## src/rtl/soc_mon_pkg.sv

```systemverilog
// Shared encodings for the SoC run monitor: status codes, mailbox offsets, pass code.
// Pure definitions; no logic, no latency, no flow control.
package soc_mon_pkg;

    typedef enum logic [2:0] {
        ST_IDLE    = 3'd0,
        ST_RUN     = 3'd1,
        ST_PASS    = 3'd2,
        ST_FAIL    = 3'd3,
        ST_TIMEOUT = 3'd4,
        ST_HANG    = 3'd5
    } mon_state_t;

    localparam int TOHOST_OFS = 0;
    localparam int CHAN_OFS   = 4;
    localparam int PASS_CODE  = 1;

endpackage

```

## src/rtl/soc_mon_decode.sv

```systemverilog
// Mailbox address decode: TOHOST match and one-hot result channel select.
// Purely combinational, zero latency; passive, no backpressure.
module soc_mon_decode
    import soc_mon_pkg::*;
#(
    parameter int                ADDR_W    = 32,
    parameter int                NUM_SIG   = 4,
    parameter logic [ADDR_W-1:0] MBOX_BASE = 32'h0000_1000
) (
    input  logic [ADDR_W-1:0]  addr,
    output logic               is_tohost,
    output logic [NUM_SIG-1:0] chan_sel
);

    always_comb begin
        is_tohost = (addr == MBOX_BASE + ADDR_W'(TOHOST_OFS));
        chan_sel  = '0;
        // Channel i sits one word past TOHOST plus i words.
        for (int i = 0; i < NUM_SIG; i++) begin
            chan_sel[i] = (addr == MBOX_BASE + ADDR_W'(CHAN_OFS * (i + 1)));
        end
    end

endmodule

```

## src/rtl/soc_test_monitor.sv

```systemverilog
// Passive run monitor: snoops fetch/store buses, captures mailbox results, ends in a sticky verdict.
// All outputs registered, one cycle after the sampling edge; never drives or stalls the buses.
module soc_test_monitor
    import soc_mon_pkg::*;
#(
    parameter int                ADDR_W      = 32,
    parameter int                DATA_W      = 32,
    parameter int                NUM_SIG     = 4,
    parameter logic [ADDR_W-1:0] MBOX_BASE   = 32'h0000_1000,
    parameter int                TIMEOUT     = 100000,
    parameter int                STALL_LIMIT = 64
) (
    input  logic                      clk,
    input  logic                      rst,
    input  logic                      inst_ce_i,
    input  logic [ADDR_W-1:0]         inst_addr_i,
    input  logic                      data_ce_i,
    input  logic                      data_we_i,
    input  logic [ADDR_W-1:0]         data_addr_i,
    input  logic [DATA_W-1:0]         data_i,
    output logic [2:0]                status_o,
    output logic                      done_o,
    output logic [DATA_W-1:0]         fail_code_o,
    output logic [NUM_SIG*DATA_W-1:0] result_o,
    output logic [NUM_SIG-1:0]        result_vld_o,
    output logic [DATA_W-1:0]         signature_o,
    output logic [31:0]               cycle_cnt_o
);

    localparam int STALL_W = $clog2(STALL_LIMIT) + 1;

    mon_state_t         state;
    logic [STALL_W-1:0] stall_cnt;
    logic [ADDR_W-1:0]  prev_addr;

    logic               is_tohost;
    logic [NUM_SIG-1:0] chan_sel;
    logic               store;
    logic               tohost_hit;
    logic               same_addr;
    logic [STALL_W-1:0] stall_inc;
    logic               hang_hit;
    logic [31:0]        cnt_nxt;
    logic               timeout_hit;

    function automatic logic [DATA_W-1:0] sig_step(input logic [DATA_W-1:0] s,
                                                   input logic [DATA_W-1:0] d);
        return {s[DATA_W-2:0], s[DATA_W-1]} ^ d;
    endfunction

    soc_mon_decode #(
        .ADDR_W    (ADDR_W),
        .NUM_SIG   (NUM_SIG),
        .MBOX_BASE (MBOX_BASE)
    ) u_decode (
        .addr      (data_addr_i),
        .is_tohost (is_tohost),
        .chan_sel  (chan_sel)
    );

    always_comb begin
        store       = data_ce_i && data_we_i;
        tohost_hit  = store && is_tohost && (data_i != '0);
        same_addr   = (inst_addr_i == prev_addr);
        stall_inc   = stall_cnt + 1'b1;
        hang_hit    = inst_ce_i && same_addr && (stall_inc == STALL_W'(STALL_LIMIT - 1));
        cnt_nxt     = (cycle_cnt_o == 32'hFFFF_FFFF) ? cycle_cnt_o : cycle_cnt_o + 32'd1;
        // The terminating edge itself advances the count, so TIMEOUT is seen with count TIMEOUT-1.
        timeout_hit = (cnt_nxt == 32'(TIMEOUT - 1));
    end

    assign status_o = state;

    always_ff @(posedge clk or negedge rst) begin
        if (!rst) begin
            state        <= ST_IDLE;
            done_o       <= 1'b0;
            fail_code_o  <= '0;
            result_o     <= '0;
            result_vld_o <= '0;
            signature_o  <= '0;
            cycle_cnt_o  <= '0;
            stall_cnt    <= '0;
            prev_addr    <= '0;
        end else begin
            case (state)
                ST_IDLE: begin
                    if (inst_ce_i) begin
                        state <= ST_RUN;
                    end
                end
                ST_RUN: begin
                    cycle_cnt_o <= cnt_nxt;
                    if (inst_ce_i) begin
                        prev_addr <= inst_addr_i;
                        stall_cnt <= same_addr ? stall_inc : '0;
                    end
                    if (store) begin
                        signature_o <= sig_step(signature_o, data_i);
                    end
                    for (int i = 0; i < NUM_SIG; i++) begin
                        if (store && chan_sel[i]) begin
                            result_o[i*DATA_W +: DATA_W] <= data_i;
                            result_vld_o[i]              <= 1'b1;
                        end
                    end
                    if (tohost_hit) begin
                        done_o <= 1'b1;
                        if (data_i == DATA_W'(PASS_CODE)) begin
                            state <= ST_PASS;
                        end else begin
                            state       <= ST_FAIL;
                            fail_code_o <= data_i;
                        end
                    end else if (hang_hit) begin
                        state  <= ST_HANG;
                        done_o <= 1'b1;
                    end else if (timeout_hit) begin
                        state  <= ST_TIMEOUT;
                        done_o <= 1'b1;
                    end
                end
                default: begin
                    // Terminal verdicts hold until reset.
                end
            endcase
        end
    end

endmodule

```

## config.mk

```make
export PLATFORM = sky130hd
export DESIGN_NAME = soc_test_monitor
export DESIGN_NICKNAME = d
export VERILOG_FILES = /design/src/rtl/soc_mon_pkg.sv /design/src/rtl/soc_mon_decode.sv /design/src/rtl/soc_test_monitor.sv
export SDC_FILE = /design/constraint.sdc
export NUM_CORES = 1
export LEC_CHECK = 0
export ABC_AREA = 0
export ABC_CLOCK_PERIOD_IN_PS = 6300
export BUFFER_PORTS_ARGS = -buffer_cell sky130_fd_sc_hd__buf_2
export CAP_MARGIN = 5
export CELL_PAD_IN_SITES_DETAIL_PLACEMENT = 1
export CELL_PAD_IN_SITES_GLOBAL_PLACEMENT = 1
export CORE_ASPECT_RATIO = 0.7
export CORE_MARGIN = 10
export CORE_UTILIZATION = 25
export CTS_BUF_LIST = sky130_fd_sc_hd__clkbuf_4
export CTS_CLUSTER_DIAMETER = 50
export DETAILED_ROUTE_END_ITERATION = 6
export PLACE_DENSITY_LB_ADDON = 0.1
export SLEW_MARGIN = 20
export SYNTH_ARGS = -nofsm -noshare
export SYNTH_HDL_FRONTEND = slang
export SYNTH_HIERARCHICAL = 1
export SYNTH_SLANG_ARGS = --single-unit
```

## constraint.sdc

```tcl
create_clock -name clk -period 6.3 [get_ports clk]
set_input_delay 0.63 -clock clk [delete_from_list [all_inputs] [get_ports clk]]
set_output_delay 0.63 -clock clk [all_outputs]
set_load 0.005 [all_outputs]
```

Word level (Yosys, flattened, before mapping)
Index checks and enable logic that the tools add are counted.
{"block": "word_totals", "out_inout_bits": 232, "wordCells": 65, "in_bits": 101, "regBits": 271}
{"block": "op_classes", "reduce_logical": 22, "add_sub_neg": 2, "eq_ne": 13, "bitwise_logic": 2, "mux": 11}
{"operator": "$eq A32 B13 Y1 const B", "count": 5}
{"operator": "$add A32 B1 Y32 const B", "count": 1}
{"operator": "$eq A32 B1 Y1 const B", "count": 1}
{"operator": "$eq A32 B17 Y1 const B", "count": 1}
{"operator": "$eq A32 B32 Y1", "count": 1}
{"operator": "$eq A32 B32 Y1 const B", "count": 1}
{"operator": "$mux W32", "count": 1}
{"operator": "$reduce_bool A32 Y1", "count": 1}
{"operator": "$xor A32 B32 Y32", "count": 1}
{"operator": "$reduce_and A2 Y1", "count": 7}
{"operator": "$mux W3", "count": 4}
{"operator": "$logic_and A1 B1 Y1", "count": 9}
{"operator": "$add A7 B1 Y7 const B", "count": 1}
{"operator": "$eq A7 B6 Y1 const B", "count": 1}
{"operator": "$mux W7", "count": 1}
{"operator": "$pmux W3 S2", "count": 1}
{"operator": "$reduce_and A3 Y1", "count": 2}
{"operator": "$mux W1", "count": 4}
{"operator": "$ne A4 B4 Y1 const B", "count": 1}
{"operator": "$eq A3 B1 Y1 const B", "count": 1}
{"operator": "$logic_not A3 Y1", "count": 1}
{"operator": "$reduce_bool A3 Y1", "count": 1}
{"operator": "$ne A2 B2 Y1 const B", "count": 1}
{"operator": "$reduce_bool A2 Y1", "count": 1}
{"operator": "$not A1 Y1", "count": 1}

Logic depth before layout (Yosys ltp)
{"block": "depth", "depth_word": 7, "depth_mapped": 10, "mapped_depth_nobuf": 9}

Cells and area by module
Netlist, hierarchy kept.
{"mod": "soc_test_monitor", "cells_each": 942, "area_per_inst_um2": 11818.8, "seq_area_each_um2": 6781.5, "instances": 1}
{"mod": "soc_mon_decode", "cells_each": 22, "area_per_inst_um2": 140.1, "seq_area_each_um2": 0.0, "instances": 1}

Worst setup path before layout
Ideal clock, no wire load.
{"block": "synth_path", "kind": "flip-flop to flip-flop", "startpoint": "reg cycle_cnt_o[0]", "endpoint": "reg state[0], in the netlist status_o[0]", "t_arrival_ns": 3.291, "path_buffers": 0, "period_less_slack_ns": 3.410, "path_stages_with_launch": 10, "setup_time_ns": 0.119, "slack_ns": 2.890, "required_ns": 6.181, "cell_sequence": "dfrtp_1 > ha_1 > nand3_2 > or4_4 > o41a_1 > a211oi_1 > a41oi_1 > or4b_1 > or4_4 > o21a_1"}
{"block": "synth_via", "elab_chain_cells": 5, "elab_cells_between_ends": 6, "cone_classes": "add/sub: 1; eq/ne: 3; mux: 1; reduce/logical: 1"}
{"item": "from (decl)", "line_no": "soc_test_monitor.sv:27", "rtl": "output logic [31:0] cycle_cnt_o"}
{"item": "from (signal assigned)", "line_no": "soc_test_monitor.sv:93", "rtl": "cycle_cnt_o <= cnt_nxt;"}
{"item": "$add A32 B1 Y32 / $eq A32 B32 Y1 (equally long branches)", "line_no": "soc_test_monitor.sv:67", "rtl": "cnt_nxt = (cycle_cnt_o == 32'hFFFF_FFFF) ? cycle_cnt_o : cycle_cnt_o + 32'd1;"}
{"item": "$mux W32 *", "line_no": "soc_test_monitor.sv:67"}
{"item": "$eq A32 B17 Y1 *", "line_no": "soc_test_monitor.sv:69", "rtl": "timeout_hit = (cnt_nxt == 32'(TIMEOUT - 1));"}
{"item": "$ne A4 B4 Y1 (no line) *"}
{"item": "$reduce_and A3 Y1 (no line) *"}
{"item": "to (signal assigned)", "line_no": "soc_test_monitor.sv:76", "rtl": "state <= ST_IDLE;"}
{"item": "to (signal assigned)", "line_no": "soc_test_monitor.sv:89", "rtl": "state <= ST_RUN;"}
{"item": "to (signal assigned)", "line_no": "soc_test_monitor.sv:110", "rtl": "state <= ST_PASS;"}
{"item": "to (decl)", "line_no": "soc_test_monitor.sv:32", "rtl": "mon_state_t state;"}
Mark *: on every way between the ends. The rest lies on a longest branch, timed or not.
A chain may end at the register's enable or synchronous reset.

Final worst setup path
Same ends and word-level chain as after synthesis.

==> flow_metrics.tcl <==
set metrics [dict create \
    outcome "complete, no violations" \
    pwr_density_cell_mw_per_mm2 267.2 \
    start_util_pct 25.50 \
    synth_edf_count 0 \
    cpMaxStageDelayCell "nor3_1" \
    rsz0062_at_grt "false" \
    drtIter0Drc 472 \
    cts-buffers-inserted 77 \
    wire_per_inst_um 22.60 \
    critPathKind "reg2reg" \
    max_freq_mhz 251.3 \
    cts_root_buf "clkbuf_4" \
    critical_path_required_ns 6.91 \
    rows 66 \
    clkLatencyLatePin_ns 0.78 \
    synthCells 964 \
    p_leak_nw 7.777 \
    critPathLaunchType "register" \
    post-route-util_pct 32.63 \
    post-route-drc-count 0 \
    min_period_over_period_pct 63.15 \
    die-area_mm2 0.05712 \
    htree_levels 3 \
    wl_um 45300 \
    arrival_ns 4.59 \
    synth_nets 1068 \
    antenna_found_initial 1 \
    dr.pass1.iters 5 \
    path_clk_slew_ns 0.07 \
    grt_pass1_wl_um 66980 \
    crit_chain "ha_1, nand3_2, nor3_1, nand4_1, a21oi_1, o2bb2ai_1, or4b_1, or4_4, o21a_1" \
    finalSetupViolations 0 \
    tns_ns 0 \
    vias_per_cell 4.649 \
    hold_viol 0 \
    worst-path-max-fanout 9 \
    synth_ff_type "dfrtp_1" \
    grt.total_usage_pct 15.53 \
    ys_types 50 \
    drive_gt1_share_pct 48.13 \
    yosysWarnings 6 \
    tightestPinTransition_ns 1.053 \
    synth-async-reset-ratio_pct 100.0 \
    worst_hold_slack_ns 0.1271 \
    grt_max_degree 141 \
    final_common_cell "buf_2" \
    slew_viol_final 0 \
    post_dp_cell_area_mm2 0.01432 \
    postCtsSetupBuffers 0 \
    cts_max_path_buffers 3 \
    design_area_mm2 0.01530 \
    first_global_vias 9910 \
    die_y_um 203.0 \
    place_hpwl_um 32710 \
    gr-total-overflow 0 \
    vdd_drop_max_mv 0.1009 \
    hold_buffers 5 \
    fin_nets 1449 \
    relSlewSlack_pct 29.80 \
    worst_path_largest_cell_delay_ns 0.80 \
    finalPower_mw 4.089 \
    syn_avg_cell_area_um2 12.41 \
    area_growth_pct 27.97 \
    hold_class "in2reg" \
    yosysSeqAreaShare_pct 56.71 \
    core-area_mm2 0.04691 \
    fillCellCount 5344 \
    finClkSkew_ns 0.06023 \
    die_w_um 281.4 \
    antenna_left 0 \
    ioPinCount 333 \
    clock-sinks 271 \
    final_cell_mix "buf_2 (331), dfrtp_1 (271), mux2_2 (196), clkbuf_4 (112), xnor2_1 (87)" \
    period_needed_ns 3.979 \
    cts_tree "built" \
    io_buffers 332 \
    num_vias 9321 \
    cap_violations 0 \
    routabilityCongestion 0.8237 \
    cp-end-kind "register" \
    ys_seq_elements 271 \
    synth_area_mm2 0.01196 \
    cts_resized 0 \
]
report_power, final:
group | switching [mW] | leakage, nW | internal, mW | total [mW]
clock network | 0.778 | 0.560 | 0.848 | 1.63
registers | 0.123 | 3.60 | 1.84 | 1.96
logic | 0.279 | 3.62 | 0.224 | 0.503
layer usage:
metal | GRT usage, % | vias up | share of wire [%]
met5 | 0 | - | 0
met4 | 4.479 | 0 | 1.8
met3 | 5.454 | 60 | 7.3
met2 | 23.09 | 251 | 44
met1 | 20.87 | 4763 | 47
li1 | - | 4247 | -
worst paths after layout:
| check | startpoint | end | slack, ns | cells after the start |
|---|---|---|---|---|
| worst max-delay path | cycle_cnt_o[0] | status_o[0] | 2.32 | 9 |
| max in group asynchronous | rst | fail_code_o[1] | 4.52 | 3 |
| worst min-delay path | inst_addr_i[30] | prev_addr[30] | 0.13 | 2 |
| worst max register to register | cycle_cnt_o[0] | status_o[0] | 2.32 | 9 |
| worst min register to register | result_vld_o[2] | result_vld_o[2] | 0.46 | 1 |
| min in group asynchronous | rst | cycle_cnt_o[22] | 0.47 | 2 |
critical path, delay by kind of cell (launching register included):
| family | cells | cell delay [ns] |
|---|---|---|
| flip-flops | 1 | 0.46 |
| AO/OA/AOI/OAI | 3 | 0.60 |
| AND/OR/NAND/NOR | 5 | 2.51 |
| adder cells (fa/ha/maj) | 1 | 0.26 |
synthesized netlist by cell type, drive strengths merged, types with 15 or more instances:
master	instances	share of area [%]
a21oi	41	1.7
xnor2	87	6.4
nor4	25	1.4
xor2	15	1.1
dfrtp	271	57
mux2	196	18
buf	21	0.69
nor2	66	2.1
clkbuf	23	0.72
nor3	17	0.71
nand3	23	1.0
nand4	33	1.7
nand2	44	1.4
metrics by stage:
stage               cells  setup WS [ns]
floorplan             964          2.890
global placement     1873          2.505
detailed placement   1873          2.435
CTS                  2004          2.369
global route         2005          2.081
finish               2005          2.321
logic make-up (layout without fill, tap and decap cells):
group | after synthesis | count (layout) | synth area share, %
xor gates and xnor gates | 102 | 102 | 7.470
muxes | 197 | 197 | 18.54
AOI/OAI and AO/OA | 82 | 82 | 4.070
adders and majority gates | 3 | 3 | 0.3139
other | 0 | 1 | 0
buffers and inverters | 51 | 479 | 1.632
DFF | 271 | 271 | 56.71
and+or+nand+nor | 258 | 258 | 11.27
state kept, by name, summed over array words and instances (netlist names):
| register | flops |
|---|---|
| result_vld_o | 4 |
| cycle_cnt_o | 32 |
| result_o | 128 |
| prev_addr | 32 |
| signature_o | 32 |
| stall_cnt | 7 |
| status_o | 3 |
| done_o | 1 |
| fail_code_o | 32 |
area by class of cell:
class                   instances  area (um^2)  share of cell area (%)
diodes                          1        2.502                 0.01635
well taps                     612        765.7                   5.004
multi-input cells             642         4999                   32.66
clock inverters                14        86.33                  0.5641
clock buffers                 112        840.8                   5.494
flip-flops and latches        271         6782                   44.31
inverters                       7        26.28                  0.1717
repair buffers                346         1802                   11.77
Power figures use the tool's default switching activity.
